**config.mk**
```make
export PLATFORM = sky130hd
export DESIGN_NAME = prbs_err_led_mon
export DESIGN_NICKNAME = d
export VERILOG_FILES = /design/src/rtl/prbs_err_led_mon_pkg.sv /design/src/rtl/prbs_err_led_mon_chan.sv /design/src/rtl/prbs_err_led_mon.sv
export SDC_FILE = /design/constraint.sdc
export NUM_CORES = 1
export LEC_CHECK = 0
export CORE_MARGIN = 5
export CORE_UTILIZATION = 54
export DETAILED_ROUTE_END_ITERATION = 8
export PLACE_DENSITY = 0.95
export SYNTH_ARGS = -nofsm -noshare
export SYNTH_HDL_FRONTEND = slang
export SYNTH_HIERARCHICAL = 1
export SYNTH_SLANG_ARGS = --single-unit
export TNS_END_PERCENT = 20
```
**constraint.sdc**
```tcl
create_clock -name clk -period 2.51 [get_ports clk]
set_input_delay 0.502 -clock clk [delete_from_list [all_inputs] [get_ports clk]]
set_output_delay 0.502 -clock clk [all_outputs]
set_load 0.02 [all_outputs]
```
**src/rtl/prbs_err_led_mon_pkg.sv**
```systemverilog
// Shared types and the elaboration-time parameter check for the PRBS error LED monitor.
package prbs_led_pkg;

  typedef enum logic [1:0] {
    ST_OK   = 2'd0,
    ST_WARN = 2'd1,
    ST_FAIL = 2'd2
  } chan_state_e;

  function automatic bit params_ok(input int num_ch, input int cnt_w, input int warn_th,
                                   input int fail_th, input int window);
    longint cnt_max;
    cnt_max = (longint'(1) << cnt_w) - 1;
    return (num_ch >= 1) && (num_ch <= 16) &&
           (cnt_w >= 2) && (cnt_w <= 16) &&
           (warn_th >= 1) && (warn_th < fail_th) &&
           (longint'(fail_th) <= cnt_max) &&
           (window >= 1);
  endfunction

endpackage

```
**src/rtl/prbs_err_led_mon_chan.sv**
```systemverilog
// One PRBS error channel: saturating counter, OK/WARN/FAIL FSM, led register and,
// when PRBS_LED_DECAY_EN is defined, an error-free window timer that auto-recovers the channel.
//
// state | meaning
// OK    | count below WARN_TH
// WARN  | WARN_TH <= count < FAIL_TH, led steady on
// FAIL  | count >= FAIL_TH, led follows blinker
module prbs_err_chan
  import prbs_led_pkg::*;
#(
  parameter int CNT_W   = 4,
  parameter int WARN_TH = 3,
  parameter int FAIL_TH = 6
`ifdef PRBS_LED_DECAY_EN
  ,
  parameter int WINDOW  = 1024
`endif
) (
  input  logic             clk,
  input  logic             reset,
  input  logic             clear,
  input  logic             blinker,
  input  logic             prbs_error,
  output logic [CNT_W-1:0] cnt,
  output logic [1:0]       state_code,
  output logic             led,
  output logic             fail
);

  localparam logic [CNT_W-1:0] CNT_MAX = '1;
  localparam logic [CNT_W-1:0] WARN_C  = CNT_W'(WARN_TH);
  localparam logic [CNT_W-1:0] FAIL_C  = CNT_W'(FAIL_TH);

  chan_state_e      state_q;
  chan_state_e      state_nxt;
  logic [CNT_W-1:0] cnt_q;
  logic [CNT_W-1:0] cnt_nxt;
  logic             led_q;
  logic             fail_q;

`ifdef PRBS_LED_DECAY_EN
  localparam int            TW       = $clog2(WINDOW + 1);
  localparam logic [TW-1:0] TMR_LAST = TW'(WINDOW - 1);

  logic [TW-1:0] tmr_q;
  logic [TW-1:0] tmr_nxt;
  logic          decay_hit;
`endif

  always_comb begin
    cnt_nxt = cnt_q;
    if (prbs_error && (cnt_q != CNT_MAX)) begin
      cnt_nxt = cnt_q + CNT_W'(1);
    end
`ifdef PRBS_LED_DECAY_EN
    // The timer holds the number of error-free edges seen so far; the edge that
    // would make it WINDOW recovers the channel instead.
    decay_hit = !prbs_error && (tmr_q == TMR_LAST);
    tmr_nxt   = tmr_q + TW'(1);
    if (prbs_error || decay_hit || clear) begin
      tmr_nxt = '0;
    end
    if (decay_hit) begin
      cnt_nxt = '0;
    end
`endif
    if (clear) begin
      cnt_nxt = '0;
    end

    if (cnt_nxt >= FAIL_C) begin
      state_nxt = ST_FAIL;
    end else if (cnt_nxt >= WARN_C) begin
      state_nxt = ST_WARN;
    end else begin
      state_nxt = ST_OK;
    end
  end

  always_ff @(posedge clk or posedge reset) begin
    if (reset) begin
      cnt_q   <= '0;
      state_q <= ST_OK;
      led_q   <= 1'b0;
      fail_q  <= 1'b0;
`ifdef PRBS_LED_DECAY_EN
      tmr_q   <= '0;
`endif
    end else begin
      cnt_q   <= cnt_nxt;
      state_q <= state_nxt;
      // led and fail lag the state register by one edge
      led_q   <= (state_q == ST_WARN) || ((state_q == ST_FAIL) && blinker);
      fail_q  <= (state_q == ST_FAIL);
`ifdef PRBS_LED_DECAY_EN
      tmr_q   <= tmr_nxt;
`endif
    end
  end

  assign cnt        = cnt_q;
  assign state_code = state_q;
  assign led        = led_q;
  assign fail       = fail_q;

endmodule

```
**src/rtl/prbs_err_led_mon.sv**
```systemverilog
// Multi-channel PRBS error LED monitor: per-channel instances, output packing, any_fail OR.
// Define PRBS_LED_DECAY_EN to build in the per-channel error-free auto-recovery timer.
module prbs_err_led_mon
  import prbs_led_pkg::*;
#(
  parameter int NUM_CH  = 4,
  parameter int CNT_W   = 4,
  parameter int WARN_TH = 3,
  parameter int FAIL_TH = 6,
  parameter int WINDOW  = 1024
) (
  input  logic                    clk,
  input  logic                    reset,
  input  logic                    clear,
  input  logic                    blinker,
  input  logic [NUM_CH-1:0]       prbs_error,
  output logic [NUM_CH-1:0]       led,
  output logic [NUM_CH*CNT_W-1:0] err_cnt,
  output logic [2*NUM_CH-1:0]     ch_state,
  output logic                    any_fail
);

  if (!params_ok(NUM_CH, CNT_W, WARN_TH, FAIL_TH, WINDOW)) begin : g_param_err
    $error("prbs_err_led_mon: illegal parameters (need 1<=WARN_TH<FAIL_TH<=2^CNT_W-1)");
  end

  logic [NUM_CH-1:0] fail_vec;

  for (genvar i = 0; i < NUM_CH; i++) begin : g_ch
    prbs_err_chan #(
      .CNT_W   (CNT_W),
      .WARN_TH (WARN_TH),
      .FAIL_TH (FAIL_TH)
`ifdef PRBS_LED_DECAY_EN
      ,
      .WINDOW  (WINDOW)
`endif
    ) u_chan (
      .clk        (clk),
      .reset      (reset),
      .clear      (clear),
      .blinker    (blinker),
      .prbs_error (prbs_error[i]),
      .cnt        (err_cnt[i*CNT_W +: CNT_W]),
      .state_code (ch_state[2*i +: 2]),
      .led        (led[i]),
      .fail       (fail_vec[i])
    );
  end

  // fail_vec bits are registered, so any_fail stays aligned with led
  assign any_fail = |fail_vec;

endmodule
```
Word level (Yosys, flattened, before mapping)
Index checks and enable logic that the tools add are counted.

storage, ports and cells
  register bits = 32
  bits of input ports = 8
  output and inout bits = 29

cells by class
  add/sub/neg operators = 4
  order comparisons = 8
  equality and inequality tests = 12
  muxes and demuxes = 16
  reductions and logical operators = 13

operators with widths
  operator                                                           number
  2-to-1 mux 4 bit                                                   8
  adder 4 x 1 -> 4 bit, second input constant                        4
  greater-or-equal comparator 4 x 2 -> 1 bit, second input constant  4
  greater-or-equal comparator 4 x 3 -> 1 bit, second input constant  4
  != test 4 bit, second input constant                               4
  == test 2 x 1 -> 1 bit, second input constant                      4
  == test 2 bit, second input constant                               4
  logical AND 1 bit                                                  8
  2-to-1 mux 2 bit                                                   4
  logical OR 1 bit                                                   4
  2-to-1 mux 1 bit                                                   4
  OR reduction 4 bit                                                 1

Depth between registers and ports, before layout
  word-level depth = 7
  gate-level depth with buffers = 5

Hierarchy
Netlist, hierarchy kept.

modules (own cells, without submodules)
  module            times used  cells each  area each (um2)
  prbs_err_chan     4           39          416.6
  prbs_err_led_mon  1           1           7.5

Least setup slack after synthesis
No wires, ideal clock.

  path kind = reg2reg
  from = register g_ch[0].u_chan.cnt_q[0]
  to = register g_ch[0].u_chan.state_q[0]
  library setup time = 0.123 ns
  arrival = 1.458 ns
  setup slack = 0.929 ns
  stages on the path, launching flop included = 6
  path buffers = 0
  path through = dfrtp_1 -> ha_1 -> and2_1 -> a311oi_4 -> a211o_1 -> a21oi_1

between the ends
  cells in the longest elaborated chain, start to end = 7
  elaborated cells on any way between the ends = 9
  classes of those cells = add/sub (1); order compare (2); eq/ne (1); mux (4); reduce/logical (1)

RTL lines
  item                                                          line                         source
  from (decl)                                                   prbs_err_led_mon_chan.sv:36  logic [CNT_W-1:0] cnt_q;
  from (signal assigned)                                        prbs_err_led_mon_chan.sv:90  cnt_q <= cnt_nxt;
  branches (longest 2 deep; another with adder 4 x 1 -> 4 bit)  --
  2-to-1 mux 4 bit *                                            prbs_err_led_mon_chan.sv:52  if (prbs_error && (cnt_q != CNT_MAX)) begin
  2-to-1 mux 4 bit *                                            prbs_err_led_mon_chan.sv:67  if (clear) begin
  net g_ch[0].u_chan.cnt_nxt[2]                                 prbs_err_led_mon_chan.sv:37  logic [CNT_W-1:0] cnt_nxt;
  greater-or-equal comparator 4 x 2 -> 1 bit                    prbs_err_led_mon_chan.sv:73  end else if (cnt_nxt >= WARN_C) begin
  2-to-1 mux 1 bit                                              prbs_err_led_mon_chan.sv:73
  2-to-1 mux 2 bit *                                            prbs_err_led_mon_chan.sv:71  if (cnt_nxt >= FAIL_C) begin
  net g_ch[0].u_chan.state_nxt[0]                               prbs_err_led_mon_chan.sv:35  chan_state_e state_nxt;
  to (signal assigned)                                          prbs_err_led_mon_chan.sv:91  state_q <= state_nxt;
  to (decl)                                                     prbs_err_led_mon_chan.sv:34  chan_state_e state_q;

Mark *: on every way through the listed nets, which the timed path passes.

Final worst setup path
  from = register g_ch[1].u_chan.fail_q
  to = output any_fail

between the ends
  cells in the longest elaborated chain, start to end = 1

RTL lines
  item                    line                         source
  from (decl)             prbs_err_led_mon_chan.sv:39  logic fail_q;
  from (signal assigned)  prbs_err_led_mon_chan.sv:94  fail_q <= (state_q == ST_FAIL);
  OR reduction 4 bit      prbs_err_led_mon.sv:52       assign any_fail = |fail_vec;
  to (decl)               prbs_err_led_mon.sv:20       output logic any_fail

No other way between the ends.

==> flow_metrics.env <==
export IMPL_outcome="finished, final reports clean"
export IMPL_r2r_slack_ps=820
export IMPL_final_common_cell="clkdlybuf4s50_1"
export IMPL_skew_ps=11.87
export IMPL_rsz0062_at_grt="no"
export IMPL_cp_end_kind="output port"
export IMPL_max_freq_ghz=0.4353
export IMPL_ys_ff_latch=32
export IMPL_hold_viol=0
export IMPL_place_inst=223
export IMPL_reg2reg_depth=5
export IMPL_crit_family="buffers and inverters"
export IMPL_crit_required_ps=2010
export IMPL_wl_per_cell_um=17.44
export IMPL_holdWs_ps=472.0
export IMPL_cts_tree="yes"
export IMPL_initial_core_util_pct=55.75
export IMPL_drc=0
export IMPL_crit_type="reg2out"
export IMPL_via_per_inst=5.843
export IMPL_area_growth_syn_to_layout_pct=25.64
export IMPL_crit_fanout=1
export IMPL_peakVddDrop_v=0.0002880
export IMPL_power_density_nw_per_um2=532.7
export IMPL_cp_arrival_ps=1800
export IMPL_cts_hold_buf=0
export IMPL_htree_num_levels=2
export IMPL_synth_cells=157
export IMPL_place_congestion=0.9054
export IMPL_power_frac_clock_pct=29.3
export IMPL_drv_slew=0
export IMPL_ctsResizeCount=0
export IMPL_antenna_found_initial=0
export IMPL_setup_viol_count_final=0
export IMPL_numPortBuffers=36
export IMPL_path_clk_slew_ps=90
export IMPL_syn_nets=169
export IMPL_drtIter0Drc=78
export IMPL_crit_path_start_kind="flop"
export IMPL_crit_path_top_delay_cell="clkdlybuf4s50_1"
export IMPL_fin_cells=230
export IMPL_vias=1344
export IMPL_grt_usage_pct=21.11
export IMPL_grt_ovfl_total=0
export IMPL_core_area_um2=3003
export IMPL_worst_slew_pin_slew_ps=371.4
export IMPL_min_from="g_ch[0].u_chan/state_code[0]$_DFF_PP0_"
export IMPL_dp_hpwl_um=3070
export IMPL_yosys_warnings=6
export IMPL_drt_total_wl_um=4012
export IMPL_die_w_um=65.68
export IMPL_hold_depth=1
export IMPL_io_pins=37
export IMPL_place_area_um2=2038
export IMPL_finalPower_uw=1120
export IMPL_drt_pass1_iter_count=4
export IMPL_period_share_pct=91.53
export IMPL_critical_path_buf_inv_count=1
export IMPL_pwr_share_seq_pct=51.1
export IMPL_setup_tns_final_ps=0
export IMPL_chipHeight_um=65.68
export IMPL_yosysUniqueCellTypes=24
export IMPL_reg2reg_to="g_ch[1].u_chan/state_code[0]$_DFF_PP0_"
export IMPL_combinationalPowerShare_pct=19.6
export IMPL_drive_gt1_share_pct=14.21
export IMPL_drv_cap=0
export IMPL_hold_class="reg2reg"
export IMPL_relSlewSlack_pct=75.16
export IMPL_cts_setup_buffers=0
export IMPL_path_cells="or4_1, clkdlybuf4s50_1"
export IMPL_worstReg2RegStart="g_ch[1].u_chan/cnt[0]$_DFF_PP0_"
export IMPL_num_antenna_cells=0
export IMPL_die_area_um2=4314
export IMPL_final_cell_mix="clkdlybuf4s50_1 (36), dfrtp_1 (32), inv_1 (16)"
export IMPL_yosysSeqAreaShare_pct=47.83
export IMPL_insertion_delay_ps=340
export IMPL_swShare_pct=28.97
export IMPL_ant_nets=0
export IMPL_fillers=223
export IMPL_numCtsBuffers=5
export IMPL_clock_root_buffer="clkbuf_4"
export IMPL_hold_end="g_ch[0].u_chan/fail$_DFF_PP0_"
export IMPL_leakage_uw=0.0009170
export IMPL_grt_pass1_wl_um=6755
export IMPL_cts_buffer_depth=2
export IMPL_num_nets_final=209
export IMPL_syn_cell_area_um2=1674
export IMPL_max_stage_delay_ps=560
export IMPL_row_count=20
export IMPL_p_int_uw=795.8
export IMPL_grt_max_degree=21
export IMPL_first_global_vias=1380
export IMPL_period_needed_ps=2297
export IMPL_avgSynthCellArea_um2=10.66
export IMPL_clock_sinks=32
export IMPL_final_area_um2=2103
export IMPL_p_switching_uw=324.6
## synth_stat cells
master | n | area (µm²)
o21ai_0 | 4 | 20.02
inv_2 | 4 | 15.01
a21o_1 | 8 | 60.06
inv_1 | 16 | 60.06
nor2_1 | 8 | 30.03
a21oi_2 | 4 | 35.03
o21ai_2 | 4 | 35.03
or3_1 | 4 | 25.02
buf_6 | 4 | 45.04
a31o_1 | 4 | 35.03
nand4b_1 | 4 | 35.03
a311oi_4 | 4 | 105.1
nand3_1 | 4 | 20.02
ha_1 | 4 | 50.05
nand3_2 | 4 | 40.04
a21oi_1 | 12 | 60.06
nand2_1 | 12 | 45.04
or4_1 | 1 | 7.510
dfrtp_1 | 32 | 800.8
o31ai_1 | 4 | 30.03
nor2b_1 | 4 | 25.02
xor2_1 | 4 | 35.03
and2_1 | 4 | 25.02
a211o_1 | 4 | 35.03
## sequential cells by signal, summed over array words and instances (netlist names)
register                cells
g_ch.u_chan/cnt            16
g_ch.u_chan/state_code      8
g_ch.u_chan/fail            4
g_ch.u_chan/led             4
## layer usage
metal | global-route usage, % | share of wire, % | wire [µm] | vias up
li1 | - | - | - | 630
met1 | 23.51 | 39 | 1567 | 655
met2 | 36.80 | 54 | 2151 | 50
met3 | 5.812 | 4.7 | 189 | 9
met4 | 10.10 | 2.6 | 104 | 0
met5 | 0 | 0 | 0 | -
## metrics by stage
step | setup slack, ps | utilization, %
after CTS | 196.2 | 70.04
final | 212.5 | 70.04
after global placement | 500.7 | 67.88
after detailed placement | 398.8 | 67.88
after floorplan | 928.7 | -
after global routing | 166.5 | 70.04
## power by group through the flow
stage | Clock [µW] | Combinational [µW] | Sequential [µW]
after detailed placement | 0 | 219 | 582
after CTS | 333 | 220 | 572
after global placement | 0 | 208 | 579
after floorplan | 0 | 94.9 | 608
after global routing | 359 | 236 | 577
final | 328 | 220 | 572
## final cells by class
cell class	count	area [µm²]	area share, %
clock buffers	7	65.06	3.093
inverters	20	75.07	3.569
multi-input cells	101	753.2	35.81
flip-flops and latches	32	800.8	38.07
well taps	33	41.29	1.963
repair buffers	37	367.9	17.49
## cell families (layout without fill, tap and decap cells)
logic type      after synthesis  count (layout)  synth area share (%)
flops                        32              32                 47.83
xor+xnor                      4               4                 2.092
compound gates               48              48                 24.81
simple gates                 45              45                 15.10
buf+inv                      24              64                 7.175
fa+ha+maj                     4               4                 2.990
## worst max path at each step
stage | start | end | cells after the start
floorplan | g_ch[0].u_chan/cnt[0]$_DFF_PP0_ | g_ch[0].u_chan/state_code[0]$_DFF_PP0_ | 5
global placement | prbs_error[0] | g_ch[0].u_chan/state_code[0]$_DFF_PP0_ | 5
detailed placement | prbs_error[1] | g_ch[1].u_chan/state_code[0]$_DFF_PP0_ | 5
CTS | g_ch[1].u_chan/fail$_DFF_PP0_ | any_fail | 2
global route | g_ch[1].u_chan/fail$_DFF_PP0_ | any_fail | 2
finish | g_ch[1].u_chan/fail$_DFF_PP0_ | any_fail | 2
(Power assumes the default switching activity.)
